===== config.mk =====
export PLATFORM = sky130hd
export DESIGN_NAME = muldiv_unit
export DESIGN_NICKNAME = d
export VERILOG_FILES = /design/src/rtl/muldiv_pkg.sv /design/src/rtl/muldiv_datapath.sv /design/src/rtl/muldiv_unit.sv
export SDC_FILE = /design/constraint.sdc
export NUM_CORES = 1
export LEC_CHECK = 0
export BUFFER_PORTS_ARGS = -buffer_cell sky130_fd_sc_hd__buf_2
export CORE_ASPECT_RATIO = 1.1
export CORE_MARGIN = 1
export CORE_UTILIZATION = 55
export DETAILED_ROUTE_END_ITERATION = 16
export PLACE_DENSITY = 0.78
export SLEW_MARGIN = 40
export SYNTH_ARGS = -nofsm -noshare
export SYNTH_HDL_FRONTEND = slang
export SYNTH_HIERARCHICAL = 1
export SYNTH_SLANG_ARGS = --single-unit

===== constraint.sdc =====
create_clock -name clk -period 3.2 [get_ports clk]
set_clock_uncertainty 0.2 [all_clocks]
set_input_delay 0.48 -clock clk [delete_from_list [all_inputs] [get_ports clk]]
set_output_delay 0.48 -clock clk [all_outputs]
set_load 0.02 [all_outputs]

===== src/rtl/muldiv_pkg.sv =====
// muldiv_pkg: shared types and constants for the iterative multiply/divide unit.
//   muldiv_op_t : operation select encoding (matches the 2-bit op port)
//   state_t     : control FSM states
//   WORD_W      : architectural word width
package muldiv_pkg;

  localparam int WORD_W = 32;

  typedef enum logic [1:0] {
    OP_MULT  = 2'b00,
    OP_MULTU = 2'b01,
    OP_DIV   = 2'b10,
    OP_DIVU  = 2'b11
  } muldiv_op_t;

  typedef enum logic [1:0] {
    S_IDLE = 2'b00,
    S_CALC = 2'b01,
    S_FIX  = 2'b10,
    S_DONE = 2'b11
  } state_t;

endpackage


===== src/rtl/muldiv_datapath.sv =====
// muldiv_datapath: accumulator plus one shift/add (multiply) or restoring
// shift/subtract (divide) step per enabled cycle. Operands are unsigned
// magnitudes; sign handling lives in the top level.
//   clk, rst : clock, synchronous active-high reset
//   i_load   : clear accumulator high half, load A into low half, capture B
//   i_step   : perform one iteration
//   i_div    : 1 = divide step, 0 = multiply step
//   i_a, i_b : operand magnitudes
//   o_acc    : multiply -> 2*WIDTH product; divide -> {remainder, quotient}
module muldiv_datapath #(
  parameter int WIDTH = 32
) (
  input  logic               clk,
  input  logic               rst,
  input  logic               i_load,
  input  logic               i_step,
  input  logic               i_div,
  input  logic [WIDTH-1:0]   i_a,
  input  logic [WIDTH-1:0]   i_b,
  output logic [2*WIDTH-1:0] o_acc
);

  logic [2*WIDTH-1:0] r_acc;
  logic [WIDTH-1:0]   r_b;

  logic [WIDTH:0]     w_sum;
  logic [WIDTH:0]     w_shift;
  logic [WIDTH-1:0]   w_diff;
  logic               w_ge;
  logic [2*WIDTH-1:0] w_mul_next;
  logic [2*WIDTH-1:0] w_div_next;

  always_comb begin
    // Multiply: multiplier sits in the low half and is consumed LSB first;
    // the carry out of the add shifts back into the product.
    w_sum      = {1'b0, r_acc[2*WIDTH-1:WIDTH]} + (r_acc[0] ? {1'b0, r_b} : {(WIDTH+1){1'b0}});
    w_mul_next = {w_sum, r_acc[WIDTH-1:1]};

    // Divide: shift the next dividend bit into the partial remainder; the
    // low half doubles as dividend (shifting out) and quotient (shifting in).
    w_shift    = {r_acc[2*WIDTH-1:WIDTH], r_acc[WIDTH-1]};
    w_ge       = (w_shift >= {1'b0, r_b});
    // When w_ge holds the true difference is below r_b, so the low bits suffice.
    w_diff     = w_shift[WIDTH-1:0] - r_b;
    w_div_next = {(w_ge ? w_diff : w_shift[WIDTH-1:0]), r_acc[WIDTH-2:0], w_ge};
  end

  always_ff @(posedge clk) begin
    if (rst) begin
      r_acc <= '0;
      r_b   <= '0;
    end else if (i_load) begin
      r_acc <= {{WIDTH{1'b0}}, i_a};
      r_b   <= i_b;
    end else if (i_step) begin
      r_acc <= i_div ? w_div_next : w_mul_next;
    end
  end

  assign o_acc = r_acc;

endmodule


===== src/rtl/muldiv_unit.sv =====
// muldiv_unit: iterative MULT/MULTU/DIV/DIVU into HI/LO with MTHI/MTLO.
// Start is accepted in IDLE or DONE; WIDTH CALC cycles, one FIX cycle that
// applies sign correction and writes HI/LO, then a one-cycle DONE pulse.
//   clk, rst     : clock, synchronous active-high reset
//   start, op    : launch request and operation select
//   srcA, srcB   : operands (rs and ALU-input mux output)
//   mthi, mtlo   : write srcA into HI / LO (IDLE or DONE only)
//   hi, lo       : architectural HI/LO
//   busy         : CALC or FIX
//   done         : one-cycle pulse when HI/LO hold the new result
//   div_by_zero  : valid with done; divisor was zero
module muldiv_unit
  import muldiv_pkg::*;
#(
  parameter int WIDTH = WORD_W,
  parameter int CNT_W = $clog2(WIDTH) + 1
) (
  input  logic             clk,
  input  logic             rst,
  input  logic             start,
  input  logic [1:0]       op,
  input  logic [WIDTH-1:0] srcA,
  input  logic [WIDTH-1:0] srcB,
  input  logic             mthi,
  input  logic             mtlo,
  output logic [WIDTH-1:0] hi,
  output logic [WIDTH-1:0] lo,
  output logic             busy,
  output logic             done,
  output logic             div_by_zero
);

  state_t             r_state;
  muldiv_op_t         r_op;
  logic [CNT_W-1:0]   r_cnt;
  logic               r_neg_lo;   // negate product / quotient
  logic               r_neg_hi;   // remainder takes the dividend's sign
  logic               r_dbz;
  logic [WIDTH-1:0]   r_hi;
  logic [WIDTH-1:0]   r_lo;

  logic               w_open;
  logic               w_accept;
  logic               w_signed;
  logic               w_sign_a;
  logic               w_sign_b;
  logic [WIDTH-1:0]   w_mag_a;
  logic [WIDTH-1:0]   w_mag_b;
  logic               w_is_div;
  logic [2*WIDTH-1:0] w_acc;
  logic [2*WIDTH-1:0] w_prod;
  logic [WIDTH-1:0]   w_quot;
  logic [WIDTH-1:0]   w_rem;

  assign w_open   = (r_state == S_IDLE) || (r_state == S_DONE);
  assign w_accept = start && w_open;
  assign w_signed = (op == OP_MULT) || (op == OP_DIV);
  assign w_sign_a = w_signed && srcA[WIDTH-1];
  assign w_sign_b = w_signed && srcB[WIDTH-1];
  // 0x8000_0000 maps to itself, which is the correct unsigned magnitude.
  assign w_mag_a  = w_sign_a ? (~srcA + 1'b1) : srcA;
  assign w_mag_b  = w_sign_b ? (~srcB + 1'b1) : srcB;
  assign w_is_div = (r_op == OP_DIV) || (r_op == OP_DIVU);

  muldiv_datapath #(.WIDTH(WIDTH)) u_datapath (
    .clk    (clk),
    .rst    (rst),
    .i_load (w_accept),
    .i_step (r_state == S_CALC),
    .i_div  (w_is_div),
    .i_a    (w_mag_a),
    .i_b    (w_mag_b),
    .o_acc  (w_acc)
  );

  // Sign correction for the FIX edge. With a zero divisor the remainder
  // path ends up holding |A|, so restoring A's sign yields srcA as sampled;
  // only LO needs forcing.
  always_comb begin
    w_prod = r_neg_lo ? (~w_acc + {{(2*WIDTH-1){1'b0}}, 1'b1}) : w_acc;
    w_quot = r_neg_lo ? (~w_acc[WIDTH-1:0] + 1'b1) : w_acc[WIDTH-1:0];
    w_rem  = r_neg_hi ? (~w_acc[2*WIDTH-1:WIDTH] + 1'b1) : w_acc[2*WIDTH-1:WIDTH];
    if (r_dbz) begin
      w_quot = '1;
    end
  end

  always_ff @(posedge clk) begin
    if (rst) begin
      r_state  <= S_IDLE;
      r_op     <= OP_MULT;
      r_cnt    <= '0;
      r_neg_lo <= 1'b0;
      r_neg_hi <= 1'b0;
      r_dbz    <= 1'b0;
      r_hi     <= '0;
      r_lo     <= '0;
    end else begin
      case (r_state)
        S_IDLE, S_DONE: begin
          // Move-to writes land now; a coincident start overwrites them at FIX.
          if (mthi) r_hi <= srcA;
          if (mtlo) r_lo <= srcA;
          if (w_accept) begin
            r_op     <= muldiv_op_t'(op);
            r_neg_lo <= w_sign_a ^ w_sign_b;
            r_neg_hi <= w_sign_a;
            r_dbz    <= op[1] && (srcB == '0);
            r_cnt    <= '0;
            r_state  <= S_CALC;
          end else begin
            r_state  <= S_IDLE;
          end
        end
        S_CALC: begin
          r_cnt <= r_cnt + 1'b1;
          if (r_cnt == CNT_W'(WIDTH - 1)) begin
            r_state <= S_FIX;
          end
        end
        S_FIX: begin
          if (w_is_div) begin
            r_hi <= w_rem;
            r_lo <= w_quot;
          end else begin
            r_hi <= w_prod[2*WIDTH-1:WIDTH];
            r_lo <= w_prod[WIDTH-1:0];
          end
          r_state <= S_DONE;
        end
        default: r_state <= S_IDLE;
      endcase
    end
  end

  assign hi          = r_hi;
  assign lo          = r_lo;
  assign busy        = (r_state == S_CALC) || (r_state == S_FIX);
  assign done        = (r_state == S_DONE);
  assign div_by_zero = (r_state == S_DONE) && r_dbz;

endmodule


==> flow_summary.toml <==
[sta]
rsz0062_at_grt = "yes"
max_freq_mhz = 302
fin_ws_ns = -0.114
setup_violations = 6
hold_viol_final = 0
fin_crit_sh_pct = 104
relSlewSlack_pct = 48.3
min_period_ns = 3.31
slew_violations = 0
whs_ns = 0.120
worstMarginPinSlew_ns = 0.774

[global_route]
grt_max_degree = 98
grt.overflow.total = 0
grt_pass1_wl_um = 85400
antenna_found_initial = 0
grt_pass1_vias = 15500
track_usage_pct = 40.4

[critical_path]
rrSetupSlack_ns = -0.11
critPathLaunch = "u_datapath/o_acc[0]"
crit_path_max_fanout = 7
crit_type = "reg -> reg"
cp-end-kind = "flip-flop"
startpoint_type = "flip-flop"
crit_required_ns = 3.34
r2r_end = "u_datapath/o_acc[59]"
reg2reg_from = "u_datapath/o_acc[0]"
rr_worst_depth = 12
worst_ep_arrival_time_ns = 3.45
worstSetupEndpoint = "u_datapath/o_acc[59]"

[cts]
cts.sinks = 172
clk_path_buf_depth = 2
clk_latency_ns = 0.45
cts_tree = "done"
cts_hold_buf = 0
clock-root-buffer = "clkbuf_16"
ctsHtreeMaxLevel = 4
clk_pin_slew_ns = 0.07
cts_buffers = 17

[synth]
synth-xor-area-share_pct = 10.4
synth_nets = 2103
synth_compound_area_share_pct = 27.3
synth_mux_area_share_pct = 5.54
syn-cell-area_um2 = 14600
ys_seq_area_share_pct = 23.5
synth_warnings = 6
synth_top_area_share_pct = 23.5
synth_top_family_by_area = "compound AO/OA/AOI/OAI gates"
synthFlopType = "dfxtp_1"
synth_enable_flop_cells = 0
synth_cells = 1958
synth.largest_area_cell = "dfxtp_1"
ys_types = 84
async_reset_ff_share_pct = 0
synthTopCellsByArea = "dfxtp_1 24%, nor2_1 6.3%, ha_1 6.2%, a21oi_1 6.1%, xnor2_1 5.9%"
synth_simple_gate_area_share_pct = 21.8
synth_fa_ha_area_share_pct = 6.43
ys_ff_latch = 172
avgSynthCellArea_um2 = 7.47

[placed_design]
dp_worst_setup_slack_ns = -0.169
portBuffers = 137
dp_hpwl_um = 42800
gp_congestion = 1.02

[status]
violations = "negative setup slack"
status = "finished, violations left"

[finish]
final_nets = 2370
final_cell_mix = "244 x nor2_1, 212 x buf_4, 167 x a21oi_1"
nFillCells = 2243
fin_util_pct = 69.4
drive_gt1_share_pct = 22.5
area_growth_pct = 24.1
mostFrequentLayoutCell = "nor2_1"
antennaDiodeCount = 0

[detailed_routing]
drt_iter0_markers = 1958
drt-met1-wl_um = 22200
drt_first_pass_iters = 6
wl_met3_um = 4790
drc_errors = 0
vias = 16700
drt_wl_total_um = 56900
avgRoutedWirePerCell_um = 22.0
dr_wl_met2_um = 25500
routed_via_density = 6.45
antenna_left = 0
topRoutingLayerUsed = "met4"

[floorplanning]
start_util_pct = 55.9
core_um2 = 26100
fp-row-count = 62
fp.dieW_um = 157
die_y_um = 173
design.die.area_um2 = 27200
ioPinCount = 138

[job]
maxCapViolations = 0

[worst_hold_path]
holdCritPathClass = "in -> reg"

[power_and_ir_drop]
peakVddDrop_uv = 526
p_per_area_nw_per_um2 = 1000
p_leak_uw = 0.00766
-- through the flow --
step	cells	total power (µW)	area [µm²]	setup TNS, ns
2_1_floorplan	1958	10800	14600	-0.0153
5_1_grt	2590	19200	18100	-1.27
3_3_place_gp	2540	14400	16900	-0.432
3_5_place_dp	2540	14600	16900	-0.648
4_1_cts	2578	17000	17600	0
6_report	2590	18200	18100	-0.292
-- state kept, by name (all words and copies together) (netlist names) --
signal            flops
u_datapath/r_b       32
r_cnt                 6
r_op                  1
r_dbz                 1
r_state               2
r_neg_hi              1
lo                   32
hi                   32
u_datapath/o_acc     64
r_neg_lo              1
-- power by group --
part	internal [µW]	leakage (µW)	switching, µW
Clock	1260	0.000301	1050
Combinational	5150	0.00595	7210
Sequential	2810	0.00142	715
-- synthesized netlist by cell type, types with 9 or more instances --
cell,number
nor3_1,57
xnor2_1,98
and2_1,42
or4_1,9
nor2b_1,12
ha_1,72
a221oi_1,13
o21ai_0,143
nor4_1,22
a31oi_1,21
nand2b_1,14
nand2_1,130
o221ai_1,13
buf_1,12
inv_1,67
a2111oi_0,14
o41ai_1,9
a211oi_1,58
a21o_1,32
xor2_1,76
dfxtp_1,172
clkbuf_1,90
nor2_1,246
o22ai_1,14
o211ai_1,13
nand4_1,23
or3_1,20
nand3_1,37
o21a_1,16
mux2i_1,70
o31ai_1,25
and3_1,16
a21oi_1,177
-- how the worst min path moves through the flow --
stage | to | startpoint | cells after the start
after CTS | r_op[1] | op[1] | 3
after global routing | r_op[1] | op[1] | 3
final | r_op[1] | op[1] | 3
after floorplan | r_cnt[1] | r_cnt[1] | 2
after global placement | hi[0] | hi[0] | 1
after detailed placement | hi[0] | hi[0] | 1
-- layout make-up --
| type | count | area (µm²) | area share (%) |
|---|---|---|---|
| timing repair buffer | 361 | 2510 | 13.9 |
| tap | 352 | 440 | 2.43 |
| inverter | 67 | 253 | 1.39 |
| clock inverter | 15 | 200 | 1.10 |
| multi-input combinational | 1606 | 10800 | 59.8 |
| sequential | 172 | 3460 | 19.1 |
| clock buffer | 17 | 425 | 2.34 |
-- worst max-delay path: stages, from the launching register on --
cell and delay, ns:
dfxtp_4 0.39, clkbuf_16 0.17, and2_1 0.16, ha_4 0.28, o211ai_1 0.11, o211ai_1 0.26
a41oi_2 0.25, a211oi_2 0.43, o21ai_2 0.12, o31a_1 0.34, xnor2_1 0.15, o21a_1 0.18
a22o_1 0.17
-- kinds of logic after synthesis --
| kind of cell | Yosys count |
|---|---|
| simple gates | 659 |
| compound gates | 621 |
| buf+inv | 180 |
| xor+xnor | 174 |
| flops | 172 |
| mux | 78 |
| fa+ha+maj | 74 |
-- per-layer routing --
metal / vias to the layer above / global-route usage, %
met1: 7806 / 49.2
met3: 221 / 7.47
met5: - / 0
met4: 0 / 27.0
li1: 7696 / -
met2: 981 / 64.3
-- repair_timing --
item	4_1_cts	5_1_grt
gates resized for setup	11	89
cloned	0	5
setup buffers	6	7
setup endpoints to repair	13	35
endpoints found under the hold margin	0	0
pin swaps	12	35
(Power assumes the default switching activity.)
